--- src/rtl/serial_mag_cmp_if.sv ---
// serial_mag_cmp_if -- request/result bundle for the bit-serial comparator.
//   start        : request a compare (only honoured while the comparator is idle)
//   op_a, op_b   : unsigned operands, captured on the accepting edge
//   busy         : shifting is underway past the first bit pair
//   done         : one-cycle pulse, eq/gt/lt valid
//   eq, gt, lt   : registered compare result, held until the next done
// master = requester side, slave = comparator side.
interface serial_mag_cmp_if #(
  parameter int WIDTH = 8
);
  logic             start;
  logic [WIDTH-1:0] op_a;
  logic [WIDTH-1:0] op_b;
  logic             busy;
  logic             done;
  logic             eq;
  logic             gt;
  logic             lt;

  modport master (output start, op_a, op_b,
                  input  busy, done, eq, gt, lt);
  modport slave  (input  start, op_a, op_b,
                  output busy, done, eq, gt, lt);
endinterface

--- src/rtl/serial_mag_cmp.sv ---
// serial_mag_cmp -- bit-serial unsigned magnitude comparator.
// Operands are captured on an accepted start and walked MSB-first, one bit
// pair per clock, through a single registered equal/greater slice (e, g).
// The edge that consumes the last pair writes eq/gt/lt and enters DONE,
// so done is high for the cycle after edge k+WIDTH (k = accepting edge).
//
// Ports:
//   clk  : clock, rising edge
//   rst  : asynchronous, active-high reset
//   bus  : serial_mag_cmp_if.slave (start, op_a, op_b / busy, done, eq, gt, lt)
//
// Build option: define EARLY_EXIT_EN to leave SHIFT on the first edge where
// the operands are resolved (first differing bit); results are unchanged.
module serial_mag_cmp #(
  parameter int WIDTH = 8
) (
  input  logic            clk,
  input  logic            rst,
  serial_mag_cmp_if.slave bus
);
  localparam int CW = (WIDTH > 2) ? $clog2(WIDTH) : 1;

  typedef enum logic [1:0] {IDLE, SHIFT, DONE} state_t;

  state_t           state, nxt;
  logic [WIDTH-1:0] sa, sb;
  logic [CW-1:0]    cnt;
  logic             e, g;
  logic             eq_r, gt_r, lt_r;
  logic             busy_r;

  // slice update for the current MSB pair
  logic a_bit, b_bit, e_nx, g_nx;
  assign a_bit = sa[WIDTH-1];
  assign b_bit = sb[WIDTH-1];
  assign e_nx  = e & ~(a_bit ^ b_bit);
  assign g_nx  = g | (e & a_bit & ~b_bit);

  always_comb begin
    nxt = state;
    case (state)
      IDLE:  if (bus.start) nxt = SHIFT;
`ifdef EARLY_EXIT_EN
      SHIFT: if (cnt == '0 || !e_nx) nxt = DONE;
`else
      SHIFT: if (cnt == '0) nxt = DONE;
`endif
      DONE:  nxt = IDLE;
      default: nxt = IDLE;
    endcase
  end

  always_ff @(posedge clk or posedge rst) begin
    if (rst) begin
      state  <= IDLE;
      sa     <= '0;
      sb     <= '0;
      cnt    <= '0;
      e      <= 1'b0;
      g      <= 1'b0;
      eq_r   <= 1'b0;
      gt_r   <= 1'b0;
      lt_r   <= 1'b0;
      busy_r <= 1'b0;
    end else begin
      state  <= nxt;
      // busy covers the shift cycles after the first one: it is high only
      // when a shift edge leaves us still shifting, i.e. WIDTH-1 cycles for
      // a full compare. Registered so the output never glitches.
      busy_r <= (state == SHIFT) && (nxt == SHIFT);
      case (state)
        IDLE: begin
          if (bus.start) begin
            sa  <= bus.op_a;
            sb  <= bus.op_b;
            e   <= 1'b1;
            g   <= 1'b0;
            cnt <= CW'(WIDTH - 1);
          end
        end
        SHIFT: begin
          e   <= e_nx;
          g   <= g_nx;
          sa  <= {sa[WIDTH-2:0], 1'b0};
          sb  <= {sb[WIDTH-2:0], 1'b0};
          cnt <= cnt - CW'(1);
          if (nxt == DONE) begin
            eq_r <= e_nx;
            gt_r <= g_nx;
            lt_r <= ~e_nx & ~g_nx;
          end
        end
        default: ;
      endcase
    end
  end

  assign bus.busy = busy_r;
  assign bus.done = (state == DONE);
  assign bus.eq   = eq_r;
  assign bus.gt   = gt_r;
  assign bus.lt   = lt_r;
endmodule

--- src/flat_wrapper.sv ---
// flat-port wrapper written by rule: the top's interface ports become plain ports
module serial_mag_cmp_flat 
#(
  parameter int WIDTH = 8
)
  (clk, rst, bus_start, bus_op_a, bus_op_b, bus_busy, bus_done, bus_eq, bus_gt, bus_lt);
  serial_mag_cmp_if #(.WIDTH(WIDTH)) bus_i ();
  input  logic clk;
  input  logic rst;
  input wire logic [$bits(bus_i.start)-1:0] bus_start;
  input wire logic [$bits(bus_i.op_a)-1:0] bus_op_a;
  input wire logic [$bits(bus_i.op_b)-1:0] bus_op_b;
  output wire logic [$bits(bus_i.busy)-1:0] bus_busy;
  output wire logic [$bits(bus_i.done)-1:0] bus_done;
  output wire logic [$bits(bus_i.eq)-1:0] bus_eq;
  output wire logic [$bits(bus_i.gt)-1:0] bus_gt;
  output wire logic [$bits(bus_i.lt)-1:0] bus_lt;
  assign bus_i.start = bus_start;
  assign bus_i.op_a = bus_op_a;
  assign bus_i.op_b = bus_op_b;
  assign bus_busy = bus_i.busy;
  assign bus_done = bus_i.done;
  assign bus_eq = bus_i.eq;
  assign bus_gt = bus_i.gt;
  assign bus_lt = bus_i.lt;
  serial_mag_cmp #(.WIDTH(WIDTH)) u_core (.clk(clk), .rst(rst), .bus(bus_i));
endmodule
--- config.mk ---
export PLATFORM = sky130hd
export DESIGN_NAME = serial_mag_cmp_flat
export DESIGN_NICKNAME = d
export VERILOG_FILES = /design/src/rtl/serial_mag_cmp_if.sv /design/src/rtl/serial_mag_cmp.sv /design/src/flat_wrapper.sv
export SDC_FILE = /design/constraint.sdc
export NUM_CORES = 1
export LEC_CHECK = 0
export ABC_AREA = 1
export CORE_MARGIN = 5
export CORE_UTILIZATION = 54
export CTS_CLUSTER_DIAMETER = 100
export DETAILED_ROUTE_END_ITERATION = 8
export GPL_ROUTABILITY_DRIVEN = 0
export PLACE_DENSITY = 0.81
export SYNTH_ARGS = -nofsm -noshare
export SYNTH_HDL_FRONTEND = slang
export SYNTH_SLANG_ARGS = --single-unit
--- constraint.sdc ---
create_clock -name clk -period 2.9 [get_ports clk]
set_clock_uncertainty 0.05 [all_clocks]
set_input_delay 0.29 -clock clk [delete_from_list [all_inputs] [get_ports clk]]
set_output_delay 0.29 -clock clk [all_outputs]
set_load 0.05 [all_outputs]
==> Yosys cells after proc, flatten, opt, wreduce, memory -nomap -nowiden <==
Cells that the tools add are included.
{ "op_classes": {"n_lt_le_gt_ge": 0, "n_eq_ne": 5, "bitwise_logic": 10, "reduce_logical": 6, "div": 0, "shifts": 0, "muxes": 13, "add_sub_neg": 1, "n_mul": 0} }
{ "ops": {"columns": ["op", "count"], "rows": [
  ["8-bit case mux with 2 select lines", 2],
  ["8-bit 2-to-1 mux", 2],
  ["3-bit case mux with 2 select lines", 1],
  ["1-bit bitwise AND", 4],
  ["2-bit by 1-bit equality test with 1-bit output, second input constant", 2],
  ["2-bit equality test, second input constant", 2],
  ["2-bit 2-to-1 mux", 2],
  ["1-bit inverter", 4],
  ["1-bit case mux with 2 select lines", 2],
  ["2-bit case mux with 2 select lines", 1],
  ["2-bit AND reduction", 2],
  ["3-bit zero test", 1],
  ["3-bit 2-to-1 mux", 1],
  ["3-bit by 1-bit subtractor with 3-bit output, second input constant", 1],
  ["2-bit zero test", 1],
  ["1-bit 2-to-1 mux", 2],
  ["2-bit != test, second input constant", 1],
  ["2-bit nonzero test", 1],
  ["1-bit logical AND", 1],
  ["1-bit bitwise OR", 1],
  ["1-bit XOR", 1]
]} }
{ "totals": {"latchBits": 0, "ff_bits": 27, "ram_bits": 0, "in_bits": 19, "mem_bits_ro": 0, "memories": 0, "output_inout_bits": 5} }

==> Logic depth before layout (Yosys ltp) <==
{ "logic_depth": {"depth_word": 5, "depth_mapped": 8, "depth_no_buf": 8} }

==> Worst setup path before layout <==
Ideal clock, no wire load.
{ "synth_timing": {"path_type": "flip-flop to output port", "from": "reg u_core.state[0]", "to": "out bus_done", "required_time_ns": 2.560, "slack_ns": 1.498, "path_stages_with_launch": 2, "n_path_buf": 0, "t_arrival_ns": 1.062, "path_cell_list": "dfrtp_1 -> nor2_1"} }
{ "synth_via": {"elab_chain_cells": 1} }
{ "synth_lines": {"columns": ["element", "line", "rtl"], "rows": [
  ["start: declaration", "serial_mag_cmp.sv:25", "state_t state, nxt;"],
  ["start signal: assignment", "serial_mag_cmp.sv:66", "state <= nxt;"],
  ["2-bit equality test", "serial_mag_cmp.sv:99", "assign bus.done = (state == DONE);"],
  ["end: declaration", "flat_wrapper.sv:14", "output wire logic [$bits(bus_i.done)-1:0] bus_done;"]
]} }
Every way passes these cells.

==> Worst setup path after layout <==
Ends and elaborated chain as after synthesis.

==> flow_metrics.env <==
export IMPL_ctsResizeCount=0
export IMPL_final_min_period_over_clock_period=0.6969
export IMPL_synth_area_sq_mm=0.001277
export IMPL_synthCells=168
export IMPL_origin_of_the_critical_flop_to_flop_path="u_core.state[1]"
export IMPL_p_per_area_mw_per_mm2=992.3
export IMPL_synth_seq_cells=27
export IMPL_synth_top_cells_by_area="dfrtp_1 (53%), nand2_1 (30%), inv_1 (3.2%), ha_1 (2.0%), buf_6 (1.8%)"
export IMPL_slew_violations=0
export IMPL_fp_rows=17
export IMPL_worstSkewPairLatency_ps=320
export IMPL_dominant_combinational_cell_family_by_area_after_synthesis="simple AND/OR/NAND/NOR gates"
export IMPL_min_period_ps=2021
export IMPL_cts_buffer_depth=2
export IMPL_highest_count_cells_in_the_layout_ignoring_fill_and_taps="nand2_1 (101), dfrtp_1 (27), clkdlybuf4s50_1 (23)"
export IMPL_count_of_hold_buffers_inserted_by_post_cts_repair=0
export IMPL_synth_adder_area_share=0.01959
export IMPL_area_share_of_the_largest_cell_type_after_synthesis=0.5289
export IMPL_yosysTopAreaCell="dfrtp_1"
export IMPL_arrival_ps=1680
export IMPL_crit_path_top_delay_cell="clkdlybuf4s50_1"
export IMPL_setup_worst_path_class="reg -> out"
export IMPL_cp_startpoint="u_core.state[0]"
export IMPL_reg2reg_setup_slack_ps=1420
export IMPL_worst_setup_path_endpoint="bus_done"
export IMPL_post_cts_repair_setup_buffers=0
export IMPL_ys_warn_count=0
export IMPL_layout_nets=212
export IMPL_power_combinational_fraction=0.478
export IMPL_unrepaired_setup_endpoints_after_global_routing="false"
export IMPL_sw_frac_of_total=0.4472
export IMPL_post_synth_and_or_nand_nor_area_fraction=0.3408
export IMPL_layout_commonest_cell="nand2_1"
export IMPL_crit_path_max_incr_delay_ps=800
export IMPL_synth_sequential_area_ratio=0.5289
export IMPL_r2r_end="u_core.sb[6]"
export IMPL_core_region_area_sq_mm=0.002233
export IMPL_io_buffers=23
export IMPL_timing_max_slew_rel_slack=0.3480
export IMPL_total_global_routing_overflow=0
export IMPL_initial_antenna_violation_count=0
export IMPL_tritoncts_num_sinks=27
export IMPL_cp_required_ps=2560
export IMPL_multiplexer_fraction_of_the_synthesized_cell_area=0
export IMPL_tritoncts_clock_tree="built"
export IMPL_finalSetupViolCount=0
export IMPL_num_antenna_cells=0
export IMPL_die_area_sq_mm=0.003439
export IMPL_vertical_extent_of_the_die_um=58.64
export IMPL_area_delta_synth_final_pct=19.69
export IMPL_final_report_hold_violation_count=0
export IMPL_vias=1095
export IMPL_achievable_frequency_ghz=0.4948
export IMPL_max_cap_viol_count=0
export IMPL_kind_of_start_point_of_the_critical_path="flip-flop"
export IMPL_power_frac_clock=0.106
export IMPL_syn_num_nets=189
export IMPL_p_total_uw=1517
export IMPL_irDropWorstVdd_mv=0.7217
export IMPL_firstDrtPassIters=4
export IMPL_cts_max_level=1
export IMPL_path_clk_slew_ps=140
export IMPL_p_switching_uw=678.5
export IMPL_placed_cells=214
export IMPL_post_drt_via_cell_ratio=5.023
export IMPL_clock_root_buffer="clkbuf_4"
export IMPL_grt_pass1_vias=1119
export IMPL_worstSetupEndpointType="primary output"
export IMPL_drc_errors_left=0
export IMPL_pwr_share_seq=0.416
export IMPL_leakage_uw=0.0008302
export IMPL_routed_wirelength_um=2456
export IMPL_worstMarginPinSlew_ps=977.0
export IMPL_final_layout_size_suffix_gt1_frac=0.04211
export IMPL_tns_ps=0
export IMPL_grt_pass1_wl_um=4526
export IMPL_synth_xor_xnor_area_share=0
export IMPL_synth_compound_gate_area_share=0.03526
export IMPL_number_of_buffers_added_by_the_clock_tree_synthesis_step=3
export IMPL_mean_instance_size_in_the_synthesized_netlist_sq_um=7.604
export IMPL_routedWlPerCell_um=11.27
export IMPL_status="finished clean"
export IMPL_dp_final_hpwl_um=1733
export IMPL_worst_reg2reg_path_depth=7
export IMPL_timing_hold_worst_class="in -> async"
export IMPL_timing_critical_path_cells="nor2_1 -> clkdlybuf4s50_1"
export IMPL_critical_path_peak_fanout=4
export IMPL_antenna_left=0
export IMPL_floorplan_io_pins=24
export IMPL_stdcell_count=218
export IMPL_die_w_um=58.64
export IMPL_grt_start_max_net_pins=28
export IMPL_p_int_uw=838.8
export IMPL_netlist_cell_type_count=16
export IMPL_initialDrtViolationCount=32
export IMPL_grt_use_total=0.1680
export IMPL_initial_core_util=0.5720
[critical path, delay by kind of cell (launching register included)]
family / cells / cell delay (ps)
buffers and inverters: 1 / 800
and+or+nand+nor: 1 / 110
DFF: 1 / 440
[cell usage after synthesis (all sizes together)]
cell type  count
nand3          4
buf            6
a22oi          2
o21ai          5
nor2           6
dfrtp         27
ha             2
inv           13
a21oi          1
nand2        102
[per-layer routing]
metal	wire length, um	part of all wire	global-route usage
met4	42	0.017	0.08414
met1	1147	0.47	0.2162
met5	0	0	0
met2	1129	0.46	0.2711
met3	136	0.055	0.03070
[cell families after synthesis]
kind of cell	Yosys count
AO/OA/AOI/OAI	8
adder cells (fa/ha/maj)	2
buffers and inverters	19
flip-flops	27
AND/OR/NAND/NOR	112
[registers in the layout (all words and copies together), names as in the netlist, 2 cells and up]
signal        count
u_core.sa         8
u_core.sb         8
u_core.cnt        3
u_core.state      2
[stage by stage]
| stage | setup slack (ps) | util | cell area, sq um | hold slack (ps) |
|---|---|---|---|---|
| 4_1_cts | 868.3 | 0.6846 | 1529 | 449.1 |
| 3_5_place_dp | 1139 | 0.6728 | 1503 | 415.1 |
| 6_report | 879.1 | 0.6846 | 1529 | 430.5 |
| 2_1_floorplan | 1498 | - | 1277 | 292.7 |
| 3_3_place_gp | 1192 | 0.6728 | 1503 | 413.3 |
| 5_1_grt | 777.8 | 0.6846 | 1529 | 459.5 |
[power groups by stage]
stage | combinational (uW) | clock [uW] | sequential, uW
floorplan | 505 | 0 | 706
global placement | 704 | 0 | 626
detailed placement | 731 | 0 | 634
CTS | 734 | 165 | 627
global route | 839 | 182 | 649
finish | 725 | 161 | 631
[layout make-up]
cell class,instances,area [sq um]
inverter,13,48.80
clock buffer,4,26.28
sequential,27,675.6
multi-input combinational,122,505.5
fill,205,704.4
timing repair buffer,24,237.7
tap,28,35.03
[worst min-delay path by stage]
stage	end	slack (ps)	cells past startpoint
finish	u_core.sb[0]	430	2
global route	u_core.sa[0]	460	3
detailed placement	u_core.sb[6]	420	2
CTS	u_core.sb[6]	450	2
global placement	u_core.sa[5]	410	2
floorplan	u_core.bus.busy	290	1
(Power assumes the default switching activity.)
==> patch 1, RTL diff (same settings) <==
`WIDTH` is set to 8 in 3 places; all go to 32.
--- a/src/rtl/serial_mag_cmp_if.sv
+++ b/src/rtl/serial_mag_cmp_if.sv
@@ -8,3 +8,3 @@
 interface serial_mag_cmp_if #(
-  parameter int WIDTH = 8
+  parameter int WIDTH = 32
 );
--- a/src/rtl/serial_mag_cmp.sv
+++ b/src/rtl/serial_mag_cmp.sv
@@ -14,3 +14,3 @@
 module serial_mag_cmp #(
-  parameter int WIDTH = 8
+  parameter int WIDTH = 32
 ) (
--- a/src/flat_wrapper.sv
+++ b/src/flat_wrapper.sv
@@ -3,3 +3,3 @@
 #(
-  parameter int WIDTH = 8
+  parameter int WIDTH = 32
 )
Ports: changed (resized bus_op_a and bus_op_b); port bits go from 24 to 72. The function was not compared with the original's and may differ.
==> patch 1 against the original RTL <==
  * Hold slack lost 0.29 ns
  * Cell area rose to 3.0 times the old value
  * Non-clock buffer count is 52 higher
  * Wire length increased to 3.2 times the old value
  * Worst setup slack lost 0.044 ns
  * First-iteration DRC count rose to 4.5 times the old value
  * Clock power rose to 4.3 times the old value
  * Combinational power grew 140%
  * Total power grew to 2.9 times the old value
  * Utilization fell by 0.76 points
  * Area after synthesis rose to 3.0 times the old value
  * Sequential cell count rose by 50
  * Largest power group is now sequential cells
==> patch 1: results (changes against the original RTL) <==
layout cells sized above 1 = 0.1914 (+0.1493)
CP max-delay cell = nand2_4
met3 usage = 0.03285 (+0.002151)
wire length of the first global-routing pass = 13370 um (+200%)
via count of the routed design = 2996 (+170%)
placed wire-length estimate after detailed placement = 4975 um (+190%)
met1 track demand over resource = 0.2580 (+0.04184)
clock-pin slew reported for the worst setup and hold paths after clock tree synthesis = 0.08 ns (-0.06 ns)
number of vias per cell = 5.104 (+1.6%)
Max FO, Critical Path = 73 (+69)
number of global-route vias before repair = 2943 (+160%)
number of distinct library cells after synthesis = 22 (+6)
top cells by instance count after synthesis = dfrtp_1 (77), nor2_1 (68), nand2_1 (66)
placed cell count = 572 (+170%)
port buffer count = 71 (+210%)
count of instances resized after the clock tree is built = 0 (unchanged)
Post-Synthesis Mean Instance Area = 8.855 sq um (+16%)
register area share after synthesis = 0.5096 (-0.01930)
met2 track demand over resource = 0.3022 (+0.03106)
status = complete, no violations
Slew @ Worst Pin = 0.7512 ns (-0.2258 ns)
NumNets Final = 555 (+160%)
Root Buffer = clkbuf_8
mean routed wirelength per cell = 13.45 um (+19%)
nets in the synthesized netlist = 495 (+160%)
number of buffers created by CTS = 9 (+6)
pin count of the biggest net entering global routing = 74 (+160%)
total track usage = 0.1891 (+0.02101)
data arrival time of the critical path = 2.26 ns (+0.58 ns)
largest voltage drop on the vdd net = 0.4900 mV (-32%)
reported leakage power = 2.060 nW (+150%)
delay-heaviest family, CP = simple AND/OR/NAND/NOR gates
number of diodes added for antenna fixing = 0 (unchanged)
layout filler cell count = 563 (+170%)
Crit path largest cell delay = 0.70 ns (-0.10 ns)
DRC marker count from the first detailed-route iteration = 145 (+350%)
H-tree depth = 3 (+2)
number of slew-limit violations in the final report = 0 (unchanged)
largest registers = u_core.sa: 32 flops, u_core.sb: 32 flops, u_core.cnt: 5 flops
dominant cells by area after synthesis = dfrtp_1 (51%), a21oi_2 (9.3%), o21ai_0 (8.3%)
clock insertion delay at the later pin of the skew report = 0.34 ns (+0.02 ns)
placed cell area = 4441 sq um (+200%)
Post CTS Setup Buffer Count = 0 (unchanged)
## patch 1: changes by cell type after synthesis, sizes merged, moves of 2 or more
cell	change
nand3	+5
a21oi	+63
inv	+2
dfrtp	+50
nor2	+63
o21ai	+58
nand2	-3
clkbuf	+2
buf	+19
## patch 1: cell families (layout without fill, tap and decap cells)
kind of cell | after synthesis | after routing | share of synthesized area
adder cells (fa/ha/maj) | 1 | 1 | 0.003309
AND/OR/NAND/NOR | 177 | 177 | 0.2038
flip-flops | 77 | 77 | 0.5096
AO/OA/AOI/OAI | 129 | 129 | 0.2118
buffers and inverters | 43 | 107 | 0.07147
## patch 1: worst paths after layout
| path | startpoint | end | slack (ns) | cells past startpoint |
|---|---|---|---|---|
| hold / removal | rst | u_core.sb[18] | 0.14 | 2 |
| max in group asynchronous | rst | u_core.sa[10] | 1.96 | 3 |
| min in group clk | u_core.bus.lt | u_core.bus.lt | 0.43 | 2 |
| setup reg to reg | u_core.state[1] | u_core.cnt[1] | 0.84 | 5 |
| hold reg to reg | u_core.bus.lt | u_core.bus.lt | 0.43 | 2 |
| setup / recovery | u_core.state[1] | u_core.cnt[1] | 0.84 | 5 |
## patch 1: routing by layer
| layer | share of wire | vias to the layer above | routed length [um] |
|---|---|---|---|
| li1 | - | 1509 | - |
| met1 | 0.45 | 1420 | 3558 |
| met4 | 0.013 | 0 | 100 |
| met2 | 0.48 | 57 | 3818 |
| met5 | 0 | - | 0 |
| met3 | 0.053 | 10 | 420 |
## patch 1: metrics by stage
step           worst slack [ns]  utilization  hold WS [ns]  power [mW]
2_1_floorplan            0.5933            -        0.3808       3.373
3_3_place_gp             0.8769       0.6536        0.4075       3.592
3_5_place_dp             0.8332       0.6536        0.4139       3.680
4_1_cts                  0.8099       0.6770        0.1379       4.386
5_1_grt                  0.6032       0.6770        0.1777       4.700
6_report                 0.8353       0.6770        0.1376       4.343
## patch 1: worst register-to-register path: cells and delay by family, from the launching register on
| family | cells | cell delay [ns] |
|---|---|---|
| AND/OR/NAND/NOR | 2 | 1.04 |
| flip-flops | 1 | 0.38 |
| buffers and inverters | 2 | 0.31 |
| AO/OA/AOI/OAI | 1 | 0.20 |
## patch 1: power breakdown
group	total [mW]	internal, mW	switching [mW]
Combinational	1.77	0.751	1.02
Sequential	1.88	1.58	0.303
Clock	0.685	0.328	0.357
## patch 1: cell type report
cell class                 count  area share
multi-input combinational    307      0.3444
clock buffer                  13     0.03237
inverter                      16     0.01333
timing repair buffer          76      0.1627
sequential                    77      0.4189
clock inverter                 2    0.002176
tap                           96     0.02612
==> patch 2, RTL diff (config.mk and constraints unchanged) <==
Made on the original files. Reset style: synchronous (`rst`), changed in one clocked block. Comments in the files are not updated.
--- a/src/rtl/serial_mag_cmp.sv
+++ b/src/rtl/serial_mag_cmp.sv
@@ -52,3 +52,3 @@
 
-  always_ff @(posedge clk or posedge rst) begin
+  always_ff @(posedge clk) begin
     if (rst) begin
Function: differs if rst is asserted again (counterexample within 4 cycles, from zero or initial values and one cycle with rst high); with rst held inactive, the same outputs for 10 cycles.
==> patch 2 against the original RTL <==
  * Sequential cell count did not move
  * Final cell count fell by 10%
  * Non-clock buffer count fell by 1
  * Via count fell by 5.8%
  * Worst setup slack improved by 0.051 ns
  * Cell area fell by 7.6%
  * Wire length fell by 1.1%
  * Area after synthesis fell by 8.5%
  * Critical path type unchanged
  * Largest cell class unchanged
Power is not compared: it rests on default switching activity, and its combinational part moved more than twofold at a synthesized area within 25%.
==> patch 2: results (changes against the original RTL) <==
number of cells on the worst reg-to-reg path = 6 (-1)
site row count = 16 (-1)
number of diodes added for antenna fixing = 0 (unchanged)
number of global-route vias before repair = 959 (-14%)
cell area after layout = 1413 sq um (-7.6%)
register area share after synthesis = 0.4625 (-0.06637)
register share of the cell area = 0.3826 (-0.05926)
startpoint of the worst register-to-register path = u_core.state[1]
pin count of the biggest net entering global routing = 21 (-25%)
compound-cell area share of the yosys netlist = 0.1756 (+0.1403)
placed cell count = 192 (-10%)
layout cells sized above 1 = 0.1124 (+0.07032)
DRC marker count from the first detailed-route iteration = 26 (-19%)
data arrival time of the critical path = 1.63 ns (-0.05 ns)
wire length of the first global-routing pass = 4209 um (-7.0%)
Post CTS Setup Buffer Count = 0 (unchanged)
Main synth FF type = dfxtp_1
reported leakage power = 0.5698 nW
DRC violation count after routing = 0 (unchanged)
number of distinct library cells after synthesis = 22 (+6)
Signal inverters = 17 (+4)
Slew @ Worst Pin = 0.5564 ns (-0.4206 ns)
clock buffer count in the final layout = 3 (-1)
Layout clock area frac = 0.01949 (+0.002301)
number of signal-net buffers in the layout = 23 (-4.2%)
setup slack at placement = 0.9358 ns (-0.2032 ns)
CP max-delay cell = clkdlybuf4s50_1
multi-input combinational cell count = 98 (-20%)
layout filler cell count = 179 (-13%)
arithmetic-cell share of the synthesized area counting full adders, half adders and majority gates = 0.02141 (+0.001825)
worst reg-to-reg setup slack = 1.37 ns (-0.05 ns)
hold path cells = 2
Post-Synthesis Mean Instance Area = 7.896 sq um (+3.8%)
mean routed wirelength per cell = 12.39 um (+10%)
number of synthesis warnings = 0 (unchanged)
dominant cells by area after synthesis = dfxtp_1 (46%), o21ai_0 (6.9%), nand2_1 (5.8%)
status = complete, no violations
placed wire-length estimate after detailed placement = 1753 um (+1.1%)
nets in the synthesized netlist = 169 (-11%)
top cells by instance count after synthesis = dfxtp_1 (27), nand2_1 (18), o21ai_0 (16)
number of slew-limit violations in the final report = 0 (unchanged)
capture instance of the worst register-to-register path = u_core.sb[0]
antenna violations before repair = 0 (unchanged)
via count of the routed design = 1031 (-5.8%)
number of buffers on the longest clock path = 2 (unchanged)
Crit path largest cell delay = 0.81 ns
CP endpoint = bus_done
Hold/Removal Path Class = reg2reg
clock insertion delay at the later pin of the skew report = 0.32 ns (about the same)
Worst Hold Slack = 0.4270 ns (-0.003576 ns)
multi-input logic portion of the cell area = 0.3658 (+0.03521)
total track usage = 0.1632 (-0.004860)
final standard cell count with taps included and fillers excluded = 196 (-10%)
Post-synth ARST share = 0 (-1.000)
share of final layout cell area taken by non-clock buffers = 0.1630 (+0.007494)
-- patch 2: changes by cell type after synthesis, sizes merged, moves of 6 or more --
| cell | change |
|---|---|
| nand2 | -81 |
| dfrtp | -27 |
| dfxtp | +27 |
| o21ai | +12 |
| nor2 | +9 |
| or2 | +9 |
| nor3 | +7 |
| o211ai | +7 |
| nand3 | +6 |
-- patch 2: cell families (layout without fill, tap and decap cells) --
| group | Yosys count | after routing |
|---|---|---|
| buf+inv | 23 | 44 |
| compound gates | 34 | 34 |
| simple gates | 62 | 62 |
| fa+ha+maj | 2 | 2 |
| flops | 27 | 27 |
-- patch 2: power by group --
part	internal, mW	leakage, nW	switching, mW
clock	0.0517	0.0177	0.110
sequential	0.416	0.223	0.0224
combinational	0.0849	0.329	0.121
total	0.552	0.570	0.254
-- patch 2: per-layer routing --
metal,up-vias,share of wire,global-route usage
li1,533,-,-
met1,470,0.46,0.2112
met2,24,0.48,0.2673
met3,4,0.051,0.03670
met4,0,0.011,0.05085
met5,-,0,0
